`src/rtl/alu_pkg.sv`:
```
// Shared constants for the RV32I ALU: datapath width and ALUControl encodings.
package alu_pkg;

    localparam int XLEN = 32;

    localparam logic [2:0] ALU_ADD = 3'b000;
    localparam logic [2:0] ALU_SUB = 3'b001;
    localparam logic [2:0] ALU_AND = 3'b010;
    localparam logic [2:0] ALU_OR  = 3'b011;
    localparam logic [2:0] ALU_XOR = 3'b100;
    localparam logic [2:0] ALU_SLL = 3'b101;
    localparam logic [2:0] ALU_SRL = 3'b110;
    localparam logic [2:0] ALU_SLT = 3'b111;

endpackage

```
`src/rtl/alu_shifter.sv`:
```
// Five-level logical barrel shifter; left_i selects SLL, otherwise SRL.
import alu_pkg::*;

module alu_shifter (
    input  logic [XLEN-1:0] data_i,
    input  logic [4:0]      shamt_i,
    input  logic            left_i,
    output logic [XLEN-1:0] data_o
);

    logic [XLEN-1:0] stg [0:5];

    always_comb begin
        stg[0] = data_i;
        for (int k = 0; k < 5; k++) begin
            if (!shamt_i[k])
                stg[k+1] = stg[k];
            else if (left_i)
                stg[k+1] = stg[k] << (1 << k);
            else
                stg[k+1] = stg[k] >> (1 << k);
        end
    end

    assign data_o = stg[5];

endmodule

```
`src/rtl/alu_core.sv`:
```
// RV32I ALU with combinational result/Zero and registered copies.
// Define ALU_CORE_FLAGS_EN to add Carry/Overflow/Negative outputs.
import alu_pkg::*;

module alu_core (
    input  logic            clk,
    input  logic            reset,
    input  logic [XLEN-1:0] SrcA,
    input  logic [XLEN-1:0] SrcB,
    input  logic [2:0]      ALUControl,
    output logic [XLEN-1:0] ALUResult,
    output logic            Zero,
    output logic [XLEN-1:0] ResultQ,
    output logic            ZeroQ
`ifdef ALU_CORE_FLAGS_EN
    ,
    output logic            Carry,
    output logic            Overflow,
    output logic            Negative
`endif
);

    logic            sub;
    logic [XLEN-1:0] b_eff;
    logic [XLEN-1:0] sum;
    logic            ovf;
    logic            slt;
    logic [XLEN-1:0] shifted;
    logic [XLEN-1:0] result_d;
    logic            zero_d;
    logic [XLEN-1:0] result_q;
    logic            zero_q;

    // SUB and SLT share the adder through ~B with carry-in 1
    assign sub   = (ALUControl == ALU_SUB) || (ALUControl == ALU_SLT);
    assign b_eff = sub ? ~SrcB : SrcB;

`ifdef ALU_CORE_FLAGS_EN
    logic carry;
    assign {carry, sum} = {1'b0, SrcA} + {1'b0, b_eff} + (XLEN+1)'(sub);
`else
    assign sum = SrcA + b_eff + XLEN'(sub);
`endif

    assign ovf = (SrcA[XLEN-1] ~^ b_eff[XLEN-1])
               & (SrcA[XLEN-1] ^ sum[XLEN-1]);
    assign slt = sum[XLEN-1] ^ ovf;

    alu_shifter u_shifter (
        .data_i  (SrcA),
        .shamt_i (SrcB[4:0]),
        .left_i  (ALUControl == ALU_SLL),
        .data_o  (shifted)
    );

    always_comb begin
        result_d = '0;
        case (ALUControl)
            ALU_ADD: result_d = sum;
            ALU_SUB: result_d = sum;
            ALU_AND: result_d = SrcA & SrcB;
            ALU_OR:  result_d = SrcA | SrcB;
            ALU_XOR: result_d = SrcA ^ SrcB;
            ALU_SLL: result_d = shifted;
            ALU_SRL: result_d = shifted;
            ALU_SLT: result_d = {{(XLEN-1){1'b0}}, slt};
            default: result_d = '0;
        endcase
    end

    assign zero_d    = (result_d == '0);
    assign ALUResult = result_d;
    assign Zero      = zero_d;

`ifdef ALU_CORE_FLAGS_EN
    logic arith;
    assign arith    = (ALUControl == ALU_ADD) || (ALUControl == ALU_SUB);
    assign Carry    = arith & carry;
    assign Overflow = arith & ovf;
    assign Negative = result_d[XLEN-1];
`endif

    always_ff @(posedge clk or posedge reset) begin
        if (reset) begin
            result_q <= '0;
            zero_q   <= 1'b1;
        end else begin
            result_q <= result_d;
            zero_q   <= zero_d;
        end
    end

    assign ResultQ = result_q;
    assign ZeroQ   = zero_q;

endmodule

```
`config.mk`:
```
export PLATFORM = sky130hd
export DESIGN_NAME = alu_core
export DESIGN_NICKNAME = d
export VERILOG_FILES = /design/src/rtl/alu_pkg.sv /design/src/rtl/alu_shifter.sv /design/src/rtl/alu_core.sv
export SDC_FILE = /design/constraint.sdc
export NUM_CORES = 1
export LEC_CHECK = 0
export CAP_MARGIN = 15
export CELL_PAD_IN_SITES_DETAIL_PLACEMENT = 2
export CELL_PAD_IN_SITES_GLOBAL_PLACEMENT = 2
export CORE_MARGIN = 2
export CORE_UTILIZATION = 35
export CTS_CLUSTER_DIAMETER = 50
export DETAILED_ROUTE_END_ITERATION = 10
export GPL_TIMING_DRIVEN = 0
export PLACE_DENSITY_LB_ADDON = 0.12
export SLEW_MARGIN = 20
export SYNTH_ARGS = -nofsm -noshare
export SYNTH_HDL_FRONTEND = slang
export SYNTH_SLANG_ARGS = --single-unit
```
`constraint.sdc`:
```
create_clock -name clk -period 9.2 [get_ports clk]
set_input_delay 0.92 -clock clk [delete_from_list [all_inputs] [get_ports clk]]
set_output_delay 0.92 -clock clk [all_outputs]
set_load 0.005 [all_outputs]
```
## Yosys cells after proc, flatten, opt, wreduce, memory -nomap -nowiden

Index checks and enable logic that the tools add are counted.
W data, S select, Z words.

| word-level totals | value |
|---|---|
| flip-flop bits (word level) | 33 |
| input bits | 69 |
| output and inout bits | 66 |
| word-level logic and storage cells | 36 |

| operators by class | value |
|---|---|
| add/sub/neg operators | 2 |
| equality and inequality tests | 7 |
| multiplexer cells | 12 |
| bitwise gates (word level) | 8 |
| reductions and logical operators | 5 |

Operator list:

| cell | number |
|---|---|
| $mux W32 | 11 |
| $pmux W32 S6 | 1 |
| $add A32 B1 Y32 | 1 |
| $add A32 B32 Y32 | 1 |
| $and A32 B32 Y32 | 1 |
| $logic_not A32 Y1 | 1 |
| $not A32 Y32 | 1 |
| $or A32 B32 Y32 | 1 |
| $xor A32 B32 Y32 | 1 |
| $eq A3 B3 Y1 const B | 4 |
| $eq A3 B2 Y1 const B | 2 |
| $reduce_or A2 Y1 | 2 |
| $eq A3 B1 Y1 const B | 1 |
| $logic_not A3 Y1 | 1 |
| $xor A1 B1 Y1 | 2 |
| $and A1 B1 Y1 | 1 |
| $logic_or A1 B1 Y1 | 1 |
| $xnor A1 B1 Y1 | 1 |

## Longest topological paths before layout

| depth | value |
|---|---|
| depth in word-level cells | 13 |
| gate-level depth with buffers | 27 |
| mapped depth without buffers | 20 |

## Cells and area by module

From an unflattened synthesis, not the netlist that was laid out.

| second synthesis, totals | value |
|---|---|
| cell total of the unflattened synthesis | 1335 |
| area total of the unflattened synthesis | 9801.9 µm² |

By module, submodules not included:

| module | times used | cells an instance | area each (µm²) | seq. area each (µm²) |
|---|---|---|---|---|
| alu_core | 1 | 723 | 5655.4 | 827.0 |
| alu_shifter | 1 | 612 | 4146.5 | 0.0 |

## Worst setup path after synthesis

No wires, ideal clock.

| path | value |
|---|---|
| path type | input-to-output |
| start | input port ALUControl[0] |
| end | output port Zero |
| arrival time | 6.013 ns |
| data required time | 8.280 ns |
| path slack | 2.267 ns |
| stages | 27 |
| path buffers | 8 |
| cell sequence | buf_4 > buf_4 > buf_6 > buf_2 > buf_1 > buf_2 > nand2_1 > buf_1 > xnor2_1 > ha_1 > clkbuf_1 > o21ai_0 > a211oi_1 > nand3_1 > a211o_1 > nand3_1 > a21o_1 > a31o_2 > a21oi_1 > fa_1 > a31oi_1 > a21oi_1 > a311o_1 > nand4b_1 > nor4_1 > nand4_1 > nor3_2 |

| on the way | value |
|---|---|
| word-level cells in the longest chain between the ends | 13 |
| elaborated cells between the ends (all ways) | 30 |
| those cells by class | add/sub (2); eq/ne (7); mux (12); bitwise (4); reduce/logical (5) |

Ends and longest elaborated chain:

| element | line | RTL |
|---|---|---|
| from (decl) | alu_core.sv:10 | `input logic [2:0] ALUControl,` |
| branches (longest 11 deep; another with $add A32 B32 Y32) | n/a |  |
| $pmux W32 S6 (*) | alu_core.sv:58 | `case (ALUControl)` |
| named net ALUResult[0] | alu_core.sv:11 | `output logic [XLEN-1:0] ALUResult,` |
| $logic_not A32 Y1 (*) | alu_core.sv:71 | `assign zero_d = (result_d == '0);` |
| to (decl) | alu_core.sv:12 | `output logic Zero,` |

Mark *: on every way through the listed nets, which the timed path passes.

## Worst setup path in the final report

| path | value |
|---|---|
| start | input port SrcB[2] |
| end | output port Zero |

| on the way | value |
|---|---|
| word-level cells in the longest chain between the ends | 9 |
| elaborated cells between the ends (all ways) | 17 |
| those cells by class | add/sub (2); mux (7); bitwise (7); reduce/logical (1) |

Ends and longest elaborated chain:

| element | line | RTL |
|---|---|---|
| from (decl) | alu_core.sv:9 | `input logic [XLEN-1:0] SrcB,` |
| $not A32 Y32 | alu_core.sv:36 | `assign b_eff = sub ? ~SrcB : SrcB;` |
| $mux W32 | alu_core.sv:36 |  |
| $add A32 B32 Y32 | alu_core.sv:42 | `assign sum = SrcA + b_eff + XLEN'(sub);` |
| $add A32 B1 Y32 | alu_core.sv:42 |  |
| $xor A1 B1 Y1 | alu_core.sv:46 | `& (SrcA[XLEN-1] ^ sum[XLEN-1]);` |
| $and A1 B1 Y1 | alu_core.sv:46 |  |
| $xor A1 B1 Y1 | alu_core.sv:47 | `assign slt = sum[XLEN-1] ^ ovf;` |
| $pmux W32 S6 (*) | alu_core.sv:58 |  |
| $logic_not A32 Y1 (*) | alu_core.sv:71 |  |

Mark *: on every way between the ends. The rest lies on a longest branch, timed or not.

==> flow_metrics.env <==
export IMPL_ys_warnings_count=0
export IMPL_clk_path_buf_depth=2
export IMPL_drc_errors=0
export IMPL_rows=59
export IMPL_clock_sinks=33
export IMPL_setup_viol=0
export IMPL_cts_root_buf="clkbuf_16"
export IMPL_critical_path_slowest_cell="clkdlybuf4s50_1"
export IMPL_fin_nets=1617
export IMPL_crit_path_end_kind="output pin"
export IMPL_met2_length_mm=27.79
export IMPL_drt_initial_drc_count=1955
export IMPL_area_delta_synth_final_pct=21.46
export IMPL_path_clk_slew_ns=0.07
export IMPL_finalSetupTns_ns=0
export IMPL_ys_seq_area_frac=0.08832
export IMPL_power_total_w=0.001305
export IMPL_syn_area_per_cell_um2=7.126
export IMPL_crit_chain="clkdlybuf4s50_1 -> clkbuf_2 -> clkbuf_4 -> clkbuf_2 -> xnor2_1 -> ha_1 -> and2_1 -> nand4_1 -> a21o_1 -> a211o_1 -> nand3_1 -> a21o_1 -> a31o_2 -> a21oi_1 -> fa_1 -> a31oi_1 -> a21oi_1 -> a311o_1 -> nand4b_1 -> nor4_2 -> nand4_1 -> nor3_2 -> clkdlybuf4s50_1"
export IMPL_critPathMaxFanout=19
export IMPL_synth_ff_type="dfrtp_1"
export IMPL_ios=135
export IMPL_core_um2=26130
export IMPL_grt_max_degree=34
export IMPL_highest_layer="met5"
export IMPL_num_vias=13349
export IMPL_die_y_um=167.6
export IMPL_rsz0062_at_grt="false"
export IMPL_synthDistinctLibCells=83
export IMPL_path_class="primary input to output pin"
export IMPL_drv_slew=0
export IMPL_whs_ns=1.071
export IMPL_die_area_um2=28080
export IMPL_synthArstFlopShare=1.000
export IMPL_grtUsageTotal=0.4763
export IMPL_dr_wl_met3_mm=9.881
export IMPL_synthCells=1314
export IMPL_gp_congestion=1.145
export IMPL_postRouteAntennaNets=0
export IMPL_synth_area_um2=9364
export IMPL_grt_ovfl_total=0
export IMPL_grt_pass1_wl_mm=97.36
export IMPL_timing_max_cap_violations=0
export IMPL_routed_wl_mm=68.62
export IMPL_powerDensity_nw_per_um2=114.8
export IMPL_routedWlPerCell_um=38.33
export IMPL_hp_class="primary input to async pin"
export IMPL_cts_tree="done"
export IMPL_cts_buffers=5
export IMPL_htree_levels=2
export IMPL_io_buffers=134
export IMPL_cts_setup_buffers=0
export IMPL_hold_viol=0
export IMPL_tightest_slew_ns=1.361
export IMPL_outcome="finished clean"
export IMPL_drive_gt1_frac=0.08328
export IMPL_synth_edf_count=0
export IMPL_vias_per_cell=7.458
export IMPL_initial_core_util=0.3583
export IMPL_relSlewSlack=0.08970
export IMPL_grt_pass1_vias=13398
export IMPL_wl_met1_mm=25.64
export IMPL_max_stage_delay_ns=0.85
export IMPL_drt_pass1_iter_count=6
export IMPL_fmax_mhz=111.0
export IMPL_peakVddDrop_mv=0.06345
export IMPL_die_w_um=167.6
export IMPL_period_needed_ns=9.006
export IMPL_nFillCells=3091
export IMPL_required_ns=8.28
export IMPL_leakagePower_nw=4.597
export IMPL_dp_hpwl_mm=54.77
export IMPL_fin_crit_sh=0.9789
export IMPL_synth_fp_nets=1479
export IMPL_cp_data_arrival_time_ns=8.09
export IMPL_antenna_found_initial=2
export IMPL_ys_seq_elements=33
export IMPL_start_kind="primary input"
Yosys cell counts, drive strengths merged, types with 17 or more instances:
cell type | number | area share
nand2 | 110 | 0.044
nor2 | 113 | 0.045
o22ai | 17 | 0.011
a221oi | 17 | 0.017
buf | 59 | 0.035
nor3 | 48 | 0.026
a211o | 17 | 0.016
a211oi | 59 | 0.048
a21oi | 92 | 0.049
ha | 94 | 0.13
nand2b | 18 | 0.012
a31oi | 18 | 0.012
clkbuf | 45 | 0.018
o211ai | 27 | 0.022
xnor2 | 41 | 0.038
inv | 78 | 0.031
o21ai | 76 | 0.041
a22oi | 21 | 0.017
dfrtp | 32 | 0.086
and4b | 17 | 0.018
nor4 | 17 | 0.011
nand3 | 25 | 0.013
cell type report:
| type | instances | area (um^2) | area share |
|---|---|---|---|
| buffer | 99 | 496.7 | 0.04367 |
| timing repair buffer | 136 | 1354 | 0.1190 |
| antenna | 2 | 5.005 | 0.0004400 |
| clock inverter | 3 | 17.52 | 0.001540 |
| sequential | 33 | 827.0 | 0.07272 |
| inverter | 83 | 311.5 | 0.02739 |
| multi-input combinational | 1094 | 7818 | 0.6873 |
| tap | 335 | 419.2 | 0.03685 |
| clock buffer | 5 | 125.1 | 0.01100 |
report_power, final:
part           total [W]  internal (W)  switching [W]
Sequential      0.000181      0.000170      0.0000114
Combinational   0.000951      0.000336       0.000615
Clock           0.000173     0.0000995      0.0000731
Total            0.00131      0.000606       0.000700
path summary, 6_finish.rpt:
kind	end	start	cells past startpoint
worst max-delay path	Zero	SrcB[2]	23
worst min-delay path	ResultQ[25]$_DFF_PP0_	reset	2
max in group asynchronous	ResultQ[0]$_DFF_PP0_	reset	2
min in group clk	ResultQ[29]$_DFF_PP0_	SrcB[29]	6
per-stage QoR:
step                cell area, um^2    util  worst slack, ns  instances
CTS                           11320  0.4330          0.06147       1789
detailed placement            11160  0.4271          -0.8483       1784
finish                        11370  0.4352           0.1943       1790
global placement              11120  0.4257          -0.6253       1783
floorplan                      9364       -            2.267       1314
global route                  11370  0.4350          0.06959       1788
placed cells by master, fill, tap and decap left out, types with 11 or more instances in the layout:
master and n:
a21oi_1 92, a211oi_1 55, buf_2 39, nor2_1 113, o21a_1 13, mux2i_1 14, o22ai_1 17, a221oi_1 13
nor4_1 13, o21ai_0 73, and4b_1 17, o211ai_1 27, nor3_1 47, nand3_1 25, a22oi_1 21, inv_1 74
clkbuf_1 38, a211o_1 17, clkdlybuf4s50_1 134, o221ai_1 13, ha_1 93, mux4_2 11, dfrtp_1 32, a31oi_1 18
nand2b_1 18, xnor2_1 41, nand2_1 109
layer usage:
layer | up-vias | track usage
met4 | 2 | 0.2707
met3 | 331 | 0.1914
li1 | 5306 | -
met5 | - | 0
met2 | 1114 | 0.7058
met1 | 6596 | 0.5847
flip-flops by register name, indices dropped and copies added (netlist names):
name and flops:
ZeroQ 1, ResultQ 32
cells by family after synthesis:
logic type               after synthesis  synth area share
adder cells (fa/ha/maj)               96            0.1299
buffers and inverters                187           0.08618
multiplexers                          30           0.04743
flip-flops                            33           0.08832
AO/OA/AOI/OAI                        492            0.3717
AND/OR/NAND/NOR                      428            0.2316
XOR/XNOR                              48           0.04490
worst max-delay path, delay by kind of cell:
kind	cells	cell delay (ns)
adders and majority gates	2	0.86
buffers and inverters	5	2.59
and+or+nand+nor	7	1.58
AOI/OAI and AO/OA	8	1.93
xor gates and xnor gates	1	0.15
timing repair:
| action | in CTS | in global routing |
|---|---|---|
| endpoints found under the setup margin | 1 | 1 |
| hold buffers | 0 | 0 |
| resized for setup | 12 | 16 |
| pin swaps | 0 | 1 |
No activity file was read; power rests on OpenSTA's default activity.
